`config.mk`:
```
export PLATFORM = sky130hd
export DESIGN_NAME = tap_controller_flat
export DESIGN_NICKNAME = d
export VERILOG_FILES = /design/src/rtl/tap_controller_if.sv /design/src/rtl/tap_controller.sv /design/src/flat_wrapper.sv
export SDC_FILE = /design/constraint.sdc
export NUM_CORES = 1
export LEC_CHECK = 0
export CAP_MARGIN = 10
export CORE_MARGIN = 2
export CORE_UTILIZATION = 40
export DETAILED_ROUTE_END_ITERATION = 7
export PLACE_DENSITY = 0.64
export REMOVE_ABC_BUFFERS = 1
export SLEW_MARGIN = 20
export SYNTH_ARGS = -nofsm -noshare
export SYNTH_HDL_FRONTEND = slang
export SYNTH_SLANG_ARGS = --single-unit
export TNS_END_PERCENT = 30
```
`constraint.sdc`:
```
create_clock -name TCK -period 1.5 [get_ports TCK]
set_input_delay 0.15 -clock TCK [delete_from_list [all_inputs] [get_ports TCK]]
set_output_delay 0.15 -clock TCK [all_outputs]
set_load 0.02 [all_outputs]
```
`src/rtl/tap_controller_if.sv`:
```
// tap_controller_if: JTAG pin-side and boundary-scan-side signals of the TAP controller.
//   master : drives TMS/TDI/BSR_TDO and observes everything else (pin driver / bench)
//   slave  : the TAP controller itself
// Signals:
//   TMS, TDI          - JTAG mode select and serial data in
//   BSR_TDO           - serial out of the boundary-scan chain
//   TDO, TDO_EN       - serial data out and its enable (Shift-IR/Shift-DR only)
//   CAPTURE/SHIFT/UPDATE, ENABLE, MODE_*      - boundary-scan register controls
//   CAPTURE/UPDATE_MODE_INPUT/OUTPUT          - per-cell-class qualifiers
//   STATE, IR         - current TAP state and active instruction
interface tap_controller_if #(
  parameter int unsigned IR_WIDTH = 4
);
  logic                TMS;
  logic                TDI;
  logic                BSR_TDO;
  logic                TDO;
  logic                TDO_EN;
  logic                CAPTURE;
  logic                SHIFT;
  logic                UPDATE;
  logic                ENABLE;
  logic                MODE_TEST_NORMAL;
  logic                MODE_SHIFT_LOAD;
  logic                CAPTURE_MODE_INPUT;
  logic                UPDATE_MODE_INPUT;
  logic                CAPTURE_MODE_OUTPUT;
  logic                UPDATE_MODE_OUTPUT;
  logic [3:0]          STATE;
  logic [IR_WIDTH-1:0] IR;

  modport master (
    output TMS, TDI, BSR_TDO,
    input  TDO, TDO_EN, CAPTURE, SHIFT, UPDATE, ENABLE,
           MODE_TEST_NORMAL, MODE_SHIFT_LOAD,
           CAPTURE_MODE_INPUT, UPDATE_MODE_INPUT,
           CAPTURE_MODE_OUTPUT, UPDATE_MODE_OUTPUT,
           STATE, IR
  );

  modport slave (
    input  TMS, TDI, BSR_TDO,
    output TDO, TDO_EN, CAPTURE, SHIFT, UPDATE, ENABLE,
           MODE_TEST_NORMAL, MODE_SHIFT_LOAD,
           CAPTURE_MODE_INPUT, UPDATE_MODE_INPUT,
           CAPTURE_MODE_OUTPUT, UPDATE_MODE_OUTPUT,
           STATE, IR
  );
endinterface

```
`src/rtl/tap_controller.sv`:
```
// tap_controller: IEEE 1149.1-style TAP controller.
// 16-state TAP FSM, IR_WIDTH-bit instruction register, BYPASS and IDCODE data
// registers, boundary-scan strobe/mode generation and the TDO mux.
// Ports:
//   TCK   - sole clock, all state updates on its rising edge
//   RESET - synchronous active-high, forces Test-Logic-Reset
//   bus   - tap_controller_if.slave (JTAG pins + boundary-scan controls)
module tap_controller #(
  parameter int unsigned         IR_WIDTH     = 4,
  parameter logic [31:0]         IDCODE_VALUE = 32'h1234_5071,
  parameter logic [IR_WIDTH-1:0] OPC_EXTEST   = IR_WIDTH'(4'b0000),
  parameter logic [IR_WIDTH-1:0] OPC_SAMPLE   = IR_WIDTH'(4'b0001),
  parameter logic [IR_WIDTH-1:0] OPC_IDCODE   = IR_WIDTH'(4'b0010),
  parameter logic [IR_WIDTH-1:0] OPC_INTEST   = IR_WIDTH'(4'b0011)
) (
  input  logic             TCK,
  input  logic             RESET,
  tap_controller_if.slave  bus
);

  localparam int unsigned ID_WIDTH = 32;

  // Standard 1149.1 state encoding
  typedef enum logic [3:0] {
    S_EXIT2_DR   = 4'h0,
    S_EXIT1_DR   = 4'h1,
    S_SHIFT_DR   = 4'h2,
    S_PAUSE_DR   = 4'h3,
    S_SELECT_IR  = 4'h4,
    S_UPDATE_DR  = 4'h5,
    S_CAPTURE_DR = 4'h6,
    S_SELECT_DR  = 4'h7,
    S_EXIT2_IR   = 4'h8,
    S_EXIT1_IR   = 4'h9,
    S_SHIFT_IR   = 4'hA,
    S_PAUSE_IR   = 4'hB,
    S_RTI        = 4'hC,
    S_UPDATE_IR  = 4'hD,
    S_CAPTURE_IR = 4'hE,
    S_TLR        = 4'hF
  } tap_state_e;

  tap_state_e            r_state;
  tap_state_e            w_next_state;
  logic [IR_WIDTH-1:0]   r_ir;
  logic [IR_WIDTH-1:0]   r_ir_shift;
  logic [ID_WIDTH-1:0]   r_id_shift;
  logic                  r_bypass;

  logic w_capture;
  logic w_shift;
  logic w_update;
  logic w_tdo;
  logic w_tdo_en;
  logic w_sel_bsr;
  logic w_sel_id;
  logic w_cap_in;
  logic w_upd_in;
  logic w_cap_out;
  logic w_upd_out;
  logic w_test_normal;

  // TAP state register; RESET overrides TMS
  always_ff @(posedge TCK) begin
    if (RESET) r_state <= S_TLR;
    else       r_state <= w_next_state;
  end

  // Next-state, DR strobes and TDO mux, all decoded from the current state
  always_comb begin
    w_next_state = r_state;
    w_capture    = 1'b0;
    w_shift      = 1'b0;
    w_update     = 1'b0;
    w_tdo        = 1'b0;
    w_tdo_en     = 1'b0;
    case (r_state)
      S_TLR:        w_next_state = bus.TMS ? S_TLR       : S_RTI;
      S_RTI:        w_next_state = bus.TMS ? S_SELECT_DR : S_RTI;
      S_SELECT_DR:  w_next_state = bus.TMS ? S_SELECT_IR : S_CAPTURE_DR;
      S_CAPTURE_DR: begin
        w_next_state = bus.TMS ? S_EXIT1_DR : S_SHIFT_DR;
        w_capture    = 1'b1;
      end
      S_SHIFT_DR: begin
        w_next_state = bus.TMS ? S_EXIT1_DR : S_SHIFT_DR;
        w_shift      = 1'b1;
        w_tdo_en     = 1'b1;
        if (w_sel_bsr)     w_tdo = bus.BSR_TDO;
        else if (w_sel_id) w_tdo = r_id_shift[0];
        else               w_tdo = r_bypass;
      end
      S_EXIT1_DR:   w_next_state = bus.TMS ? S_UPDATE_DR : S_PAUSE_DR;
      S_PAUSE_DR:   w_next_state = bus.TMS ? S_EXIT2_DR  : S_PAUSE_DR;
      S_EXIT2_DR:   w_next_state = bus.TMS ? S_UPDATE_DR : S_SHIFT_DR;
      S_UPDATE_DR: begin
        w_next_state = bus.TMS ? S_SELECT_DR : S_RTI;
        w_update     = 1'b1;
      end
      S_SELECT_IR:  w_next_state = bus.TMS ? S_TLR       : S_CAPTURE_IR;
      S_CAPTURE_IR: w_next_state = bus.TMS ? S_EXIT1_IR  : S_SHIFT_IR;
      S_SHIFT_IR: begin
        w_next_state = bus.TMS ? S_EXIT1_IR : S_SHIFT_IR;
        w_tdo        = r_ir_shift[0];
        w_tdo_en     = 1'b1;
      end
      S_EXIT1_IR:   w_next_state = bus.TMS ? S_UPDATE_IR : S_PAUSE_IR;
      S_PAUSE_IR:   w_next_state = bus.TMS ? S_EXIT2_IR  : S_PAUSE_IR;
      S_EXIT2_IR:   w_next_state = bus.TMS ? S_UPDATE_IR : S_SHIFT_IR;
      S_UPDATE_IR:  w_next_state = bus.TMS ? S_SELECT_DR : S_RTI;
      default:      w_next_state = S_TLR;
    endcase
  end

  // Instruction decode; undefined and all-ones opcodes fall through to BYPASS
  always_comb begin
    w_sel_bsr     = 1'b0;
    w_sel_id      = 1'b0;
    w_cap_in      = 1'b0;
    w_upd_in      = 1'b0;
    w_cap_out     = 1'b0;
    w_upd_out     = 1'b0;
    w_test_normal = 1'b0;
    if (r_ir == OPC_EXTEST) begin
      w_sel_bsr     = 1'b1;
      w_cap_in      = 1'b1;
      w_upd_out     = 1'b1;
      w_test_normal = 1'b1;
    end else if (r_ir == OPC_INTEST) begin
      w_sel_bsr     = 1'b1;
      w_upd_in      = 1'b1;
      w_cap_out     = 1'b1;
      w_test_normal = 1'b1;
    end else if (r_ir == OPC_SAMPLE) begin
      w_sel_bsr     = 1'b1;
      w_cap_in      = 1'b1;
      w_upd_in      = 1'b1;
      w_cap_out     = 1'b1;
      w_upd_out     = 1'b1;
    end else if (r_ir == OPC_IDCODE) begin
      w_sel_id      = 1'b1;
    end
  end

  // Instruction path; TLR keeps reloading IDCODE so partial shifts are discarded
  always_ff @(posedge TCK) begin
    if (RESET) begin
      r_ir       <= OPC_IDCODE;
      r_ir_shift <= '0;
    end else begin
      case (r_state)
        S_TLR:        r_ir       <= OPC_IDCODE;
        S_CAPTURE_IR: r_ir_shift <= IR_WIDTH'(1);
        S_SHIFT_IR:   r_ir_shift <= {bus.TDI, r_ir_shift[IR_WIDTH-1:1]};
        S_UPDATE_IR:  r_ir       <= r_ir_shift;
        default:      ;
      endcase
    end
  end

  // IDCODE and BYPASS data registers; pause/exit states hold contents
  always_ff @(posedge TCK) begin
    if (RESET) begin
      r_id_shift <= '0;
      r_bypass   <= 1'b0;
    end else begin
      case (r_state)
        S_CAPTURE_DR: begin
          r_id_shift <= IDCODE_VALUE;
          r_bypass   <= 1'b0;
        end
        S_SHIFT_DR: begin
          r_id_shift <= {bus.TDI, r_id_shift[ID_WIDTH-1:1]};
          r_bypass   <= bus.TDI;
        end
        default: ;
      endcase
    end
  end

  assign bus.TDO                 = w_tdo;
  assign bus.TDO_EN              = w_tdo_en;
  assign bus.CAPTURE             = w_capture;
  assign bus.SHIFT               = w_shift;
  assign bus.UPDATE              = w_update;
  assign bus.MODE_SHIFT_LOAD     = w_shift;
  assign bus.ENABLE              = w_sel_bsr;
  assign bus.MODE_TEST_NORMAL    = w_test_normal;
  assign bus.CAPTURE_MODE_INPUT  = w_cap_in;
  assign bus.UPDATE_MODE_INPUT   = w_upd_in;
  assign bus.CAPTURE_MODE_OUTPUT = w_cap_out;
  assign bus.UPDATE_MODE_OUTPUT  = w_upd_out;
  assign bus.STATE               = r_state;
  assign bus.IR                  = r_ir;

endmodule

```
`src/flat_wrapper.sv`:
```
// flat-port wrapper written by rule: the top's interface ports become plain ports
module tap_controller_flat 
#(
  parameter int unsigned         IR_WIDTH     = 4,
  parameter logic [31:0]         IDCODE_VALUE = 32'h1234_5071,
  parameter logic [IR_WIDTH-1:0] OPC_EXTEST   = IR_WIDTH'(4'b0000),
  parameter logic [IR_WIDTH-1:0] OPC_SAMPLE   = IR_WIDTH'(4'b0001),
  parameter logic [IR_WIDTH-1:0] OPC_IDCODE   = IR_WIDTH'(4'b0010),
  parameter logic [IR_WIDTH-1:0] OPC_INTEST   = IR_WIDTH'(4'b0011)
)
  (TCK, RESET, bus_TMS, bus_TDI, bus_BSR_TDO, bus_TDO, bus_TDO_EN, bus_CAPTURE, bus_SHIFT, bus_UPDATE, bus_ENABLE, bus_MODE_TEST_NORMAL, bus_MODE_SHIFT_LOAD, bus_CAPTURE_MODE_INPUT, bus_UPDATE_MODE_INPUT, bus_CAPTURE_MODE_OUTPUT, bus_UPDATE_MODE_OUTPUT, bus_STATE, bus_IR);
  tap_controller_if #(.IR_WIDTH(IR_WIDTH)) bus_i ();
  input  logic TCK;
  input  logic RESET;
  input wire logic [$bits(bus_i.TMS)-1:0] bus_TMS;
  input wire logic [$bits(bus_i.TDI)-1:0] bus_TDI;
  input wire logic [$bits(bus_i.BSR_TDO)-1:0] bus_BSR_TDO;
  output wire logic [$bits(bus_i.TDO)-1:0] bus_TDO;
  output wire logic [$bits(bus_i.TDO_EN)-1:0] bus_TDO_EN;
  output wire logic [$bits(bus_i.CAPTURE)-1:0] bus_CAPTURE;
  output wire logic [$bits(bus_i.SHIFT)-1:0] bus_SHIFT;
  output wire logic [$bits(bus_i.UPDATE)-1:0] bus_UPDATE;
  output wire logic [$bits(bus_i.ENABLE)-1:0] bus_ENABLE;
  output wire logic [$bits(bus_i.MODE_TEST_NORMAL)-1:0] bus_MODE_TEST_NORMAL;
  output wire logic [$bits(bus_i.MODE_SHIFT_LOAD)-1:0] bus_MODE_SHIFT_LOAD;
  output wire logic [$bits(bus_i.CAPTURE_MODE_INPUT)-1:0] bus_CAPTURE_MODE_INPUT;
  output wire logic [$bits(bus_i.UPDATE_MODE_INPUT)-1:0] bus_UPDATE_MODE_INPUT;
  output wire logic [$bits(bus_i.CAPTURE_MODE_OUTPUT)-1:0] bus_CAPTURE_MODE_OUTPUT;
  output wire logic [$bits(bus_i.UPDATE_MODE_OUTPUT)-1:0] bus_UPDATE_MODE_OUTPUT;
  output wire logic [$bits(bus_i.STATE)-1:0] bus_STATE;
  output wire logic [$bits(bus_i.IR)-1:0] bus_IR;
  assign bus_i.TMS = bus_TMS;
  assign bus_i.TDI = bus_TDI;
  assign bus_i.BSR_TDO = bus_BSR_TDO;
  assign bus_TDO = bus_i.TDO;
  assign bus_TDO_EN = bus_i.TDO_EN;
  assign bus_CAPTURE = bus_i.CAPTURE;
  assign bus_SHIFT = bus_i.SHIFT;
  assign bus_UPDATE = bus_i.UPDATE;
  assign bus_ENABLE = bus_i.ENABLE;
  assign bus_MODE_TEST_NORMAL = bus_i.MODE_TEST_NORMAL;
  assign bus_MODE_SHIFT_LOAD = bus_i.MODE_SHIFT_LOAD;
  assign bus_CAPTURE_MODE_INPUT = bus_i.CAPTURE_MODE_INPUT;
  assign bus_UPDATE_MODE_INPUT = bus_i.UPDATE_MODE_INPUT;
  assign bus_CAPTURE_MODE_OUTPUT = bus_i.CAPTURE_MODE_OUTPUT;
  assign bus_UPDATE_MODE_OUTPUT = bus_i.UPDATE_MODE_OUTPUT;
  assign bus_STATE = bus_i.STATE;
  assign bus_IR = bus_i.IR;
  tap_controller #(.IR_WIDTH(IR_WIDTH), .IDCODE_VALUE(IDCODE_VALUE), .OPC_EXTEST(OPC_EXTEST), .OPC_SAMPLE(OPC_SAMPLE), .OPC_IDCODE(OPC_IDCODE), .OPC_INTEST(OPC_INTEST)) u_core (.TCK(TCK), .RESET(RESET), .bus(bus_i));
endmodule
```
==> results <==
- The flow ran to the end, but the final reports show violations.
- The checks that failed: negative setup slack.
- The worst slack at placement is -411 ps.
- Cells with a size suffix above 1 make up 26.3% of the layout.
- Dividing the detail-routed wire length by the instance count gives 11.9 um.
- The instance count after placement with tap cells included is 325.
- The area share of the largest cell type after synthesis is 44.9%.
- The top cell types in the final layout, fill and taps aside, are dfxtp_1, nand2_1, a21oi_1.
- The type of origin of the critical path is a register.
- Along the worst path, the maximum fanout reaches 3.
- IR analysis of the VDD net gives a maximum drop of 0.000521 V.
- The headroom to the max-slew limit is 75.8%.
- The biggest area contributor in the post-synthesis netlist is dfxtp_1.
- The initial antenna violation count is 0.
- The register clock-pin slew on the reported worst setup and hold paths is 80 ps.
- The total overflow reported by the global router is 0.
- In this run the clock root is driven by a clkbuf_8.
- The post-route fraction of the period consumed by the critical path is 109%.
- After floorplanning, the core was divided into 25 placement rows.
- The deepest clock path buffer count is 2.
- Wires add up to 3960 um.
- By area the synthesized netlist is led by dfxtp_1, nand3b_1, a21oi_1.
- The vias after detailed routing is 1,660.
- In this run the number of H-tree levels came out at 2.
- The TritonCTS clock tree is yes.
- Yosys mapped the design onto 31 distinct sky130hd cell types.
- From left edge to right edge, the die measures 74.0 um.
- The maximum clock rate is 614 MHz.
- The area of the mapped netlist is 0.00196 mm2.
- The clock insertion delay at the later pin of the skew report is 290 ps.
- The quantity of I/O buffers inserted on ports is 24.
- Once layout is complete, the cells apart from fillers number 333.
- After detailed routing, the number of remaining DRC violations is 0.
- The die span in y is 74.0 um.
- Setup repair after global routing could not meet its margin everywhere.
- The endpoint of the most critical register-to-register path is u_core.r_id_shift[4].
- The setup slack of the critical path after layout is -129 ps.
- Summing the sequential cell areas from Yosys gives 44.9% of the chip area.
- The worst register-to-register path has a depth of 4.
- The critical path startpoint is u_core.bus.IR[1].
- Compared with the post-synthesis result, the final layout area differs by 25.2%.
- The tightest min-delay check is of the register to register type.
- After the first detailed-routing iteration, the DRC count stood at 126.
- The starting density of the core is 41.5%.
- Traced cell by cell, the critical path runs through nor2b_4 -> a31oi_1 -> a2111oi_1 -> buf_2.
- The total of fill cells in the finished design is 447.
- For the pin with the worst max-slew slack, the measured transition is 363 ps.
- The master of the slowest instance on the critical path is a2111oi_1.
- The critical path ends at bus_TDO.
- The total count of max-transition violations in the final report came to 0.
- The count of nets left with antenna violations after detail routing is 0.
- The largest net degree at the start of global routing is 33.
- Clock tree synthesis inserted a total of 5 buffers.
- The required time reported for the critical path endpoint is 1350 ps.
- The number of inserted diodes is 0.
- The tool flagged a number of max-cap violations equal to 0.
- The full die area is 0.00548 mm2.
- The core region is 0.00472 mm2.
- The worst register-to-register path has a setup slack of 120 ps.
- The boundary pin count is 25.
- The startpoint identified for the worst register-to-register timing path is u_core.bus.STATE[3].
- In this run the mean area of a mapped cell was 8.49 um2.
- Power comes to 2.45 mW.
- After the last flow step, the layout net total stands at 270.
- The number of clock sinks is 44.
- The power per cell area is 998 mW/mm2.
- The hold violation count in the final report was 0.
- The congestion estimate from routability-driven global placement came to 0.813.
- The leakage power is 0.896 nW.
- In the synthesized netlist, the number of instances is 231.
- The category of the most critical setup path is register to primary output.
- Buffers added to address setup during post-CTS repair amount to 0.
- STA classifies the critical path endpoint as a primary output.
- Between clock sinks in the finished design, the worst skew comes to 5.11 ps.
- The worst hold margin is 454 ps.
- The via count of the first global-routing pass is 1,476.
- The total routing resource utilization after global routing is 15.8%.
- The time the final worst path needs with I/O delays and setup is 1630 ps.
- The HPWL reported at the end of detailed placement is 2580 um.
- For this run, the slowest stage of the critical path takes 370 ps.
- The number of flip-flops and latches in the synthesized netlist is 44.
- Before antenna repair, the detailed router went through 6 iterations.
- Dividing the detail-routed via count by the number of cells gives 4.98.
- Setup violations remaining at the end of the flow were counted as 1.
- The first global-routing pass estimated 6730 um of wire.
- The worst hold path begins at u_core.r_id_shift[10].
- Leaving out fill and tap cells, the most frequent cell in the layout is dfxtp_1.
- For the worst setup path, the data arrival time is 1480 ps.
- The total number of yosys warnings is 0.
stage by stage:
stage	utilization (%)	instance area (um2)	setup TNS (ps)
global route	52.0	2460	-292
finish	52.0	2460	-129
global placement	49.4	2330	-1350
detailed placement	49.4	2330	-1490
CTS	50.9	2410	-552
floorplan	-	1820	-12430
what timing repair did:
| action | 4_1_cts | 5_1_grt |
|---|---|---|
| hold endpoints to repair | 0 | 0 |
| setup endpoints to repair | 20 | 37 |
| gates resized for setup | 53 | 28 |
| pin swaps | 0 | 4 |
| hold buffers | 0 | 0 |
flip-flops by register name, summed over array words and instances, names as in the netlist:
signal and count:
u_core.bus.IR 4, u_core.bus.STATE 4, u_core.r_id_shift 32, u_core.r_ir_shift 4
metal layers:
metal	vias up	routed length [um]	global-route usage, %
met1	777	1900	20.9
li1	853	-	-
met3	5	119	4.07
met4	0	69	6.67
met5	-	0	0
met2	25	1860	24.5
Yosys cell counts:
| master | n |
|---|---|
| nor3_2 | 8 |
| buf_4 | 4 |
| nor3b_1 | 2 |
| and3_1 | 1 |
| nand3_1 | 2 |
| buf_2 | 6 |
| dfxtp_1 | 44 |
| or3b_1 | 1 |
| nand2b_1 | 5 |
| or3b_2 | 1 |
| nor3_1 | 19 |
| nor2b_1 | 4 |
| clkbuf_1 | 7 |
| a211o_1 | 2 |
| o21a_1 | 2 |
| a21boi_0 | 1 |
| nor2_1 | 17 |
| buf_1 | 1 |
| and2_1 | 2 |
| a31oi_1 | 2 |
| a2111oi_0 | 1 |
| nor3b_4 | 1 |
| nand2_1 | 32 |
| o21ai_0 | 1 |
| buf_6 | 5 |
| or4_1 | 1 |
| inv_1 | 1 |
| and3b_1 | 1 |
| a21oi_1 | 30 |
| o21bai_1 | 1 |
| nand3b_1 | 26 |
report_power, final:
part / total (mW) / switching (mW) / leakage (nW) / internal, mW
clock: 0.755 / 0.388 / 0.0510 / 0.367
combinational: 0.462 / 0.249 / 0.489 / 0.212
sequential: 1.23 / 0.0294 / 0.356 / 1.20
total: 2.45 / 0.666 / 0.896 / 1.78
critical path: cells and delay by family (launching register included):
kind / cells / cell delay, ps
compound gates: 2 / 460
buf+inv: 1 / 230
flops: 1 / 350
simple gates: 1 / 150
kinds of logic after synthesis:
family                 after synthesis  synth area share, %
AND/OR/NAND/NOR                    123                 36.0
flip-flops                          44                 44.9
AO/OA/AOI/OAI                       40                 11.4
buffers and inverters               24                 7.65
how the worst min path moves through the flow:
stage / cells past startpoint / slack [ps] / to
after floorplan: 1 / 220 / u_core.bus.IR[0]
final: 2 / 450 / u_core.r_id_shift[10]
after detailed placement: 2 / 440 / u_core.r_id_shift[23]
after global routing: 2 / 470 / u_core.r_id_shift[23]
after CTS: 2 / 460 / u_core.r_id_shift[1]
after global placement: 2 / 440 / u_core.r_id_shift[2]
final cells by class:
type	instances	area [um2]	area share, %
Tap cell	67	83.8	3.41
Multi-Input combinational cell	163	976	39.7
Timing Repair Buffer	50	412	16.8
Clock inverter	2	10.0	0.408
Clock buffer	6	82.6	3.36
Inverter	1	3.75	0.153
Sequential cell	44	888	36.2
Power figures use the tool's default switching activity.
